File: src/rtl/ho_seq_ctrl_pkg.sv
// ho_seq_ctrl_pkg: state encoding, error codes and wait-state helper for the sequencer
package ho_seq_ctrl_pkg;
  typedef enum logic [3:0] {
    S_IDLE, S_KLOAD, S_KWAIT, S_RSEED, S_RWAIT, S_DLOAD,
    S_AWAIT, S_KGEN, S_OWAIT, S_DONE, S_ERR
  } state_t;
  localparam logic [1:0] ERR_NONE    = 2'b00;
  localparam logic [1:0] ERR_TIMEOUT = 2'b01;
  localparam logic [1:0] ERR_NOKEY   = 2'b10;
  localparam logic [1:0] ERR_EARLY   = 2'b11;
  function automatic logic is_wait(state_t s);
    return s inside {S_KWAIT, S_RWAIT, S_AWAIT, S_KGEN, S_OWAIT};
  endfunction
endpackage

File: src/rtl/ho_seq_ctrl_wdog.sv
// ho_seq_ctrl_wdog: wait-state watchdog; expires in the cycle the count would reach TIMEOUT
module ho_seq_ctrl_wdog #(
  parameter int TO_W    = 8,
  parameter int TIMEOUT = 200
) (
  input  logic clk_i,
  input  logic rst_i,
  input  logic clr_i,
  input  logic en_i,
  output logic expire_o
);
  logic [TO_W-1:0] cnt_q;
  always_ff @(posedge clk_i) begin
    if (rst_i || clr_i) cnt_q <= '0;
    else if (en_i) cnt_q <= cnt_q + 1'b1;
  end
  assign expire_o = en_i && (cnt_q == TO_W'(TIMEOUT - 1));
endmodule

File: src/rtl/ho_seq_ctrl.sv
// ho_seq_ctrl: sequences AES key/data loads, Trivium reseed/keystream and obfuscation completion
module ho_seq_ctrl
  import ho_seq_ctrl_pkg::*;
#(
  parameter int TO_W         = 8,
  parameter int TIMEOUT      = 200,
  parameter int CNT_W        = 5,
  parameter int RESEED_EVERY = 16
) (
  input  logic             CLK,
  input  logic             RST,
  input  logic             start,
  input  logic             new_key,
  input  logic             clr_err,
  input  logic             aes_kvld,
  input  logic             aes_dvld,
  input  logic             rng_valid,
  input  logic             obf_done,
  output logic             aes_krdy,
  output logic             aes_drdy,
  output logic             aes_en,
  output logic             rng_ready,
  output logic             rng_reseed,
  output logic             busy,
  output logic             done,
  output logic             err,
  output logic [1:0]       err_code,
  output logic [CNT_W-1:0] blk_cnt
);
  state_t state_q, state_d;
  logic key_ok_q, key_ok_d, pend_q, pend_d, expire;
  logic [CNT_W-1:0] blk_cnt_q, blk_cnt_d;
  logic [1:0] err_code_q, err_code_d;
  localparam logic [CNT_W-1:0] BLK_MAX = CNT_W'(RESEED_EVERY);

  ho_seq_ctrl_wdog #(.TO_W(TO_W), .TIMEOUT(TIMEOUT)) u_wdog (
    .clk_i(CLK), .rst_i(RST), .clr_i(state_d != state_q),
    .en_i(is_wait(state_q)), .expire_o(expire)
  );

  always_comb begin
    state_d    = state_q;
    key_ok_d   = key_ok_q;
    blk_cnt_d  = blk_cnt_q;
    err_code_d = err_code_q;
    pend_d     = pend_q && (state_q == S_KLOAD || state_q == S_KWAIT);
    case (state_q)
      S_IDLE: begin
        pend_d = new_key && start;
        if (new_key) state_d = S_KLOAD;
        else if (start && !key_ok_q) begin
          state_d    = S_ERR;
          err_code_d = ERR_NOKEY;
        end else if (start) state_d = (blk_cnt_q == BLK_MAX) ? S_RSEED : S_DLOAD;
      end
      S_KLOAD: state_d = S_KWAIT;
      S_KWAIT: if (aes_kvld) begin
        key_ok_d  = 1'b1;
        blk_cnt_d = '0;
        state_d   = pend_q ? S_DLOAD : S_IDLE;
      end
      S_RSEED: state_d = S_RWAIT;
      S_RWAIT: if (rng_valid) begin
        blk_cnt_d = '0;
        state_d   = S_DLOAD;
      end
      S_DLOAD: state_d = S_AWAIT;
      S_AWAIT: state_d = aes_dvld ? S_KGEN : S_AWAIT;
      S_KGEN: begin
        if (rng_valid) state_d = S_OWAIT;
        else if (obf_done) begin
          state_d    = S_ERR;
          err_code_d = ERR_EARLY;
        end
      end
      S_OWAIT: state_d = obf_done ? S_DONE : S_OWAIT;
      S_DONE: begin
        blk_cnt_d = (blk_cnt_q == BLK_MAX) ? blk_cnt_q : blk_cnt_q + 1'b1;
        state_d   = S_IDLE;
      end
      S_ERR: if (clr_err) begin
        state_d    = S_IDLE;
        err_code_d = ERR_NONE;
      end
      default: state_d = S_IDLE;
    endcase
    // a completion input in the expiry cycle has already moved the state, so it wins
    if (is_wait(state_q) && state_d == state_q && expire) begin
      state_d    = S_ERR;
      err_code_d = ERR_TIMEOUT;
      key_ok_d   = key_ok_q && (state_q != S_KWAIT);
    end
  end

  always_ff @(posedge CLK) begin
    if (RST) begin
      state_q    <= S_IDLE;
      key_ok_q   <= 1'b0;
      pend_q     <= 1'b0;
      blk_cnt_q  <= '0;
      err_code_q <= ERR_NONE;
    end else begin
      state_q    <= state_d;
      key_ok_q   <= key_ok_d;
      pend_q     <= pend_d;
      blk_cnt_q  <= blk_cnt_d;
      err_code_q <= err_code_d;
    end
  end

  assign aes_krdy   = state_q == S_KLOAD;
  assign aes_drdy   = state_q == S_DLOAD;
  assign rng_reseed = state_q == S_RSEED;
  assign rng_ready  = state_q == S_KGEN;
  assign done       = state_q == S_DONE;
  assign err        = state_q == S_ERR;
  assign busy       = state_q != S_IDLE;
  assign aes_en     = state_q != S_ERR;
  assign err_code   = err_code_q;
  assign blk_cnt    = blk_cnt_q;
endmodule

File: config.mk
export PLATFORM = sky130hd
export DESIGN_NAME = ho_seq_ctrl
export DESIGN_NICKNAME = d
export VERILOG_FILES = /design/src/rtl/ho_seq_ctrl_pkg.sv /design/src/rtl/ho_seq_ctrl_wdog.sv /design/src/rtl/ho_seq_ctrl.sv
export SDC_FILE = /design/constraint.sdc
export NUM_CORES = 1
export LEC_CHECK = 0
export ABC_AREA = 1
export BUFFER_PORTS_ARGS = -buffer_cell sky130_fd_sc_hd__buf_2
export CAP_MARGIN = 10
export CORE_AREA = 2 2 55 57
export CTS_CLUSTER_DIAMETER = 80
export CTS_CLUSTER_SIZE = 28
export DETAILED_ROUTE_END_ITERATION = 10
export DIE_AREA = 0 0 57 59
export GPL_ROUTABILITY_DRIVEN = 0
export HOLD_SLACK_MARGIN = 0.12
export PLACE_DENSITY_LB_ADDON = 0.1
export SLEW_MARGIN = 0
export SYNTH_ARGS = -nofsm -noshare
export SYNTH_HDL_FRONTEND = slang
export SYNTH_SLANG_ARGS = --single-unit
export TNS_END_PERCENT = 20
File: constraint.sdc
create_clock -name CLK -period 3.5 [get_ports CLK]
set_input_delay 0.35 -clock CLK [delete_from_list [all_inputs] [get_ports CLK]]
set_output_delay 0.35 -clock CLK [all_outputs]
set_load 0.02 [all_outputs]
==> impl_metrics.prom <==
# TYPE chip_impl_metric gauge
chip_impl_info{name="run_status",value="finished, final reports clean"} 1
chip_impl_metric{name="drt-wirelength-per-cell",unit="um"} 12.0
chip_impl_info{name="worst_r2r_startpoint",value="state_q[1]"} 1
chip_impl_info{name="critical_path.endpoint",value="u_wdog.cnt_q[1]"} 1
chip_impl_metric{name="dieHeight",unit="um"} 59
chip_impl_metric{name="cts.hold.buffers_added",unit=""} 0
chip_impl_metric{name="max-clock-path-buffers",unit=""} 2
chip_impl_metric{name="worst_hold_path.num_cells",unit=""} 2
chip_impl_metric{name="area_growth_syn_to_layout",unit="%"} 9.99
chip_impl_info{name="synth_most_common_cell",value="sky130_fd_sc_hd__nand2_1"} 1
chip_impl_info{name="timing.critical_path.mode_cell",value="sky130_fd_sc_hd__nand2_1"} 1
chip_impl_metric{name="routed-wl-met3",unit="um"} 199
chip_impl_metric{name="internal_power",unit="mW"} 0.501
chip_impl_metric{name="cts_resizes",unit=""} 0
chip_impl_info{name="worstSetupPathType",value="register to register"} 1
chip_impl_metric{name="drt.antenna.violating_nets",unit=""} 0
chip_impl_metric{name="critical_path.max_fanout",unit=""} 8
chip_impl_metric{name="drive_above_1_share",unit=""} 0.193
chip_impl_metric{name="dr_wl_met2",unit="mm"} 1.50
chip_impl_metric{name="fraction_of_post_synthesis_cell_area_in_the_top_cell_type_by_area",unit=""} 0.285
chip_impl_metric{name="final_nets",unit=""} 262
chip_impl_metric{name="wl",unit="mm"} 3.36
chip_impl_info{name="dr.max_layer_used",value="met4"} 1
chip_impl_metric{name="critical_path_required",unit="ps"} 3710
chip_impl_metric{name="synth.cell_area",unit="um2"} 1480
chip_impl_metric{name="start_util",unit=""} 0.545
chip_impl_metric{name="routed-via-count",unit=""} 1484
chip_impl_metric{name="post-cts-setup-buffers",unit=""} 0
chip_impl_metric{name="chipWidth",unit="um"} 57
chip_impl_metric{name="grt.total_usage",unit=""} 0.225
chip_impl_info{name="ctsRootBufferMaster",value="sky130_fd_sc_hd__clkbuf_4"} 1
chip_impl_metric{name="critical_path_cell_count",unit=""} 9
chip_impl_metric{name="place_worst_setup_slack",unit="ps"} 1340
chip_impl_metric{name="clk_pin_slew",unit="ps"} 120
chip_impl_metric{name="critPathArrivalTime",unit="ps"} 2390
chip_impl_metric{name="synth-warning-count",unit=""} 0
chip_impl_metric{name="layoutNonFillerInstCount",unit=""} 280
chip_impl_metric{name="max_cap_violations",unit=""} 0
chip_impl_metric{name="p_per_area",unit="nW/um2"} 643
chip_impl_info{name="cpMaxStageDelayCell",value="sky130_fd_sc_hd__dfxtp_1"} 1
chip_impl_metric{name="worstSkewPairLatency",unit="ps"} 300
chip_impl_metric{name="power_frac_seq",unit=""} 0.321
chip_impl_metric{name="synth.avg_cell_area",unit="um2"} 6.54
chip_impl_metric{name="postLayoutSetupSlackWorst",unit="ps"} 1310
chip_impl_metric{name="antennaDiodeCount",unit=""} 0
chip_impl_metric{name="grt_max_degree",unit=""} 13
chip_impl_info{name="postSynth.topFlopCell",value="sky130_fd_sc_hd__dfxtp_1"} 1
chip_impl_metric{name="drt_drc_violations_left",unit=""} 0
chip_impl_metric{name="tightest_slew",unit="ps"} 414
chip_impl_metric{name="starting_drt_drc_count",unit=""} 43
chip_impl_info{name="yosysTopAreaCell",value="sky130_fd_sc_hd__dfxtp_1"} 1
chip_impl_info{name="clock_tree_from_tritoncts",value="done"} 1
chip_impl_metric{name="ys_ff_latch",unit=""} 21
chip_impl_metric{name="drt_pre_antenna_iters",unit=""} 4
chip_impl_metric{name="design.die.area",unit="um2"} 3360
chip_impl_info{name="startpoint",value="state_q[1]"} 1
chip_impl_metric{name="final.min_clock_period",unit="ps"} 2190
chip_impl_metric{name="ctsHtreeMaxLevel",unit=""} 1
chip_impl_metric{name="r2r_slack",unit="ps"} 1310
chip_impl_info{name="end_kind",value="register"} 1
chip_impl_metric{name="grt_pass1_vias",unit=""} 1338
chip_impl_metric{name="crit_path_max_incr_delay",unit="ps"} 590
chip_impl_metric{name="numClockSinks",unit=""} 21
chip_impl_metric{name="slew_violations",unit=""} 0
chip_impl_metric{name="r2r_cells",unit=""} 9
chip_impl_metric{name="grt_pass1_wl",unit="mm"} 6.00
chip_impl_metric{name="fillerInstances",unit=""} 279
chip_impl_metric{name="port_buffers",unit=""} 23
chip_impl_metric{name="synthDistinctLibCells",unit=""} 32
chip_impl_metric{name="cts_inserted_buffers",unit=""} 3
chip_impl_metric{name="report.final.hold_viol_count",unit=""} 0
chip_impl_metric{name="detail_route.wirelength.met1",unit="mm"} 1.62
chip_impl_metric{name="leakagePower",unit="nW"} 0.783
chip_impl_metric{name="top_level_ports",unit=""} 24
chip_impl_metric{name="synth_async_sr_flop_share",unit=""} 0
chip_impl_info{name="cp-start-kind",value="register"} 1
chip_impl_metric{name="antenna_violations_before_repair",unit=""} 0
chip_impl_metric{name="globalRouteOverflowTotal",unit=""} 0
chip_impl_info{name="ys_top_cells_by_count",value="43 x sky130_fd_sc_hd__nand2_1, 33 x sky130_fd_sc_hd__inv_1, 32 x sky130_fd_sc_hd__nor2_1, 21 x sky130_fd_sc_hd__dfxtp_1, 18 x sky130_fd_sc_hd__nand3_1"} 1
chip_impl_info{name="cp_cell_sequence",value="nand2_1 > nor2_4 > nand3_1 > a21oi_1 > nand4_4 > nand2_1 > nand2_1 > nand2_2 > nor3_1"} 1
chip_impl_metric{name="synth_edf_count",unit=""} 0
chip_impl_info{name="critical_path.top_delay_family",value="simple AND/OR/NAND/NOR gates"} 1
chip_impl_metric{name="fmax",unit="MHz"} 457
chip_impl_metric{name="timing.max_slew.rel_slack",unit=""} 0.724
chip_impl_metric{name="total_switching_power",unit="mW"} 0.544
chip_impl_metric{name="syn_inst",unit=""} 226
chip_impl_metric{name="clock_power_share",unit=""} 0.113
chip_impl_info{name="rsz0062_at_grt",value="no"} 1
chip_impl_metric{name="dp_cells",unit=""} 276
chip_impl_metric{name="final_area",unit="um2"} 1630
chip_impl_metric{name="fin_tns_setup",unit="ps"} 0
chip_impl_metric{name="synth_sequential_area_ratio",unit=""} 0.285
chip_impl_info{name="worst_hold_path_type",value="input port to register"} 1
chip_impl_metric{name="power_frac_comb",unit=""} 0.567
chip_impl_metric{name="postSynthNetCount",unit=""} 238
chip_impl_metric{name="min_period_over_period",unit=""} 0.625
chip_impl_metric{name="placement.cell_area",unit="um2"} 1600
chip_impl_metric{name="vias_per_cell",unit=""} 5.30
chip_impl_metric{name="path_buf_inv",unit=""} 0
chip_impl_metric{name="timing.clock.skew",unit="ps"} 2.04
chip_impl_metric{name="placementRows",unit=""} 19
chip_impl_metric{name="placeableCoreArea",unit="um2"} 2710
chip_impl_info{name="synth.top_cells.by_area",value="sky130_fd_sc_hd__dfxtp_1 28%, sky130_fd_sc_hd__nand2_1 11%, sky130_fd_sc_hd__inv_1 8.4%"} 1
chip_impl_info{name="crit-reg2reg-capture",value="u_wdog.cnt_q[1]"} 1
chip_impl_metric{name="netSwitchingFraction",unit=""} 0.521
chip_impl_metric{name="post-layout-total-power",unit="mW"} 1.04
chip_impl_metric{name="vdd.ir_drop.worst",unit="V"} 0.000596
chip_impl_metric{name="finalSetupViolCount",unit=""} 0
chip_impl_metric{name="estimated_wirelength_of_the_detail_placed_design",unit="mm"} 2.74
-- worst reg2reg max path, delay by kind of cell (launching register included) --
family / cells / cell delay [ps]
DFF: 1 / 590
AOI/OAI and AO/OA: 1 / 370
and+or+nand+nor: 8 / 1110
-- cell type report --
cell class / count / area, um2 / share of cell area
timing repair buffer: 23 / 115 / 0.0708
inverter: 35 / 134 / 0.0824
sequential: 21 / 420 / 0.259
clock inverter: 1 / 5.00 / 0.00308
clock buffer: 3 / 22.5 / 0.0139
tap: 31 / 38.8 / 0.0239
multi-input combinational: 166 / 890 / 0.547
-- how the worst min path moves through the flow --
stage	from	endpoint	slack (ps)
2_1_floorplan	pend_q	pend_q	470
3_3_place_gp	err_code[1]	err_code[1]	480
3_5_place_dp	err_code[1]	err_code[1]	490
4_1_cts	RST	state_q[2]	320
5_1_grt	RST	state_q[1]	320
6_report	RST	state_q[2]	310
-- sequential cells by signal (all words and copies together), names as in the netlist --
register,flops
pend_q,1
u_wdog.cnt_q,8
key_ok_q,1
blk_cnt,5
state_q,4
err_code,2
-- through the flow --
step                      hold slack [ps]  utilization
after global placement                482        0.590
after detailed placement              495        0.590
after global routing                  321        0.600
after CTS                             321        0.600
final                                 313        0.600
after floorplan                       475            -
-- cell usage in the layout, fill, tap and decap left out, drive strengths merged --
cell    instances
nand2          50
nor2           39
inv            35
buf            23
dfxtp          21
nand3          20
nor3           11
a21oi          11
o21ai           6
nand4           6
xor2            5
o211ai          3
xnor2           3
a31oi           3
ha              3
clkbuf          3
mux2i           2
nand3b          1
o21a            1
nor3b           1
a211oi          1
clkinv          1
-- cells by family (layout without fill, tap and decap cells) --
| kind of cell | after synthesis | in the layout | share of synthesized area |
|---|---|---|---|
| AND/OR/NAND/NOR | 128 | 128 | 0.417 |
| buffers and inverters | 39 | 62 | 0.113 |
| flip-flops | 21 | 21 | 0.285 |
| adder cells (fa/ha/maj) | 3 | 3 | 0.0254 |
| XOR/XNOR | 8 | 8 | 0.0474 |
| AO/OA/AOI/OAI | 25 | 25 | 0.0982 |
| multiplexers | 2 | 2 | 0.0135 |
-- routing by layer --
metal,vias to the layer above,track usage
li1,775,-
met1,657,0.328
met2,48,0.346
met3,4,0.0284
met4,0,0.0731
met5,-,0
-- power groups by stage --
stage          Sequential [mW]  Clock, mW  Combinational (mW)
2_1_floorplan            0.326          0               0.483
3_3_place_gp             0.339          0               0.593
3_5_place_dp             0.339          0               0.590
4_1_cts                  0.333      0.123               0.592
5_1_grt                  0.342      0.131               0.673
6_report                 0.335      0.118               0.592
Power figures use the tool's default switching activity.
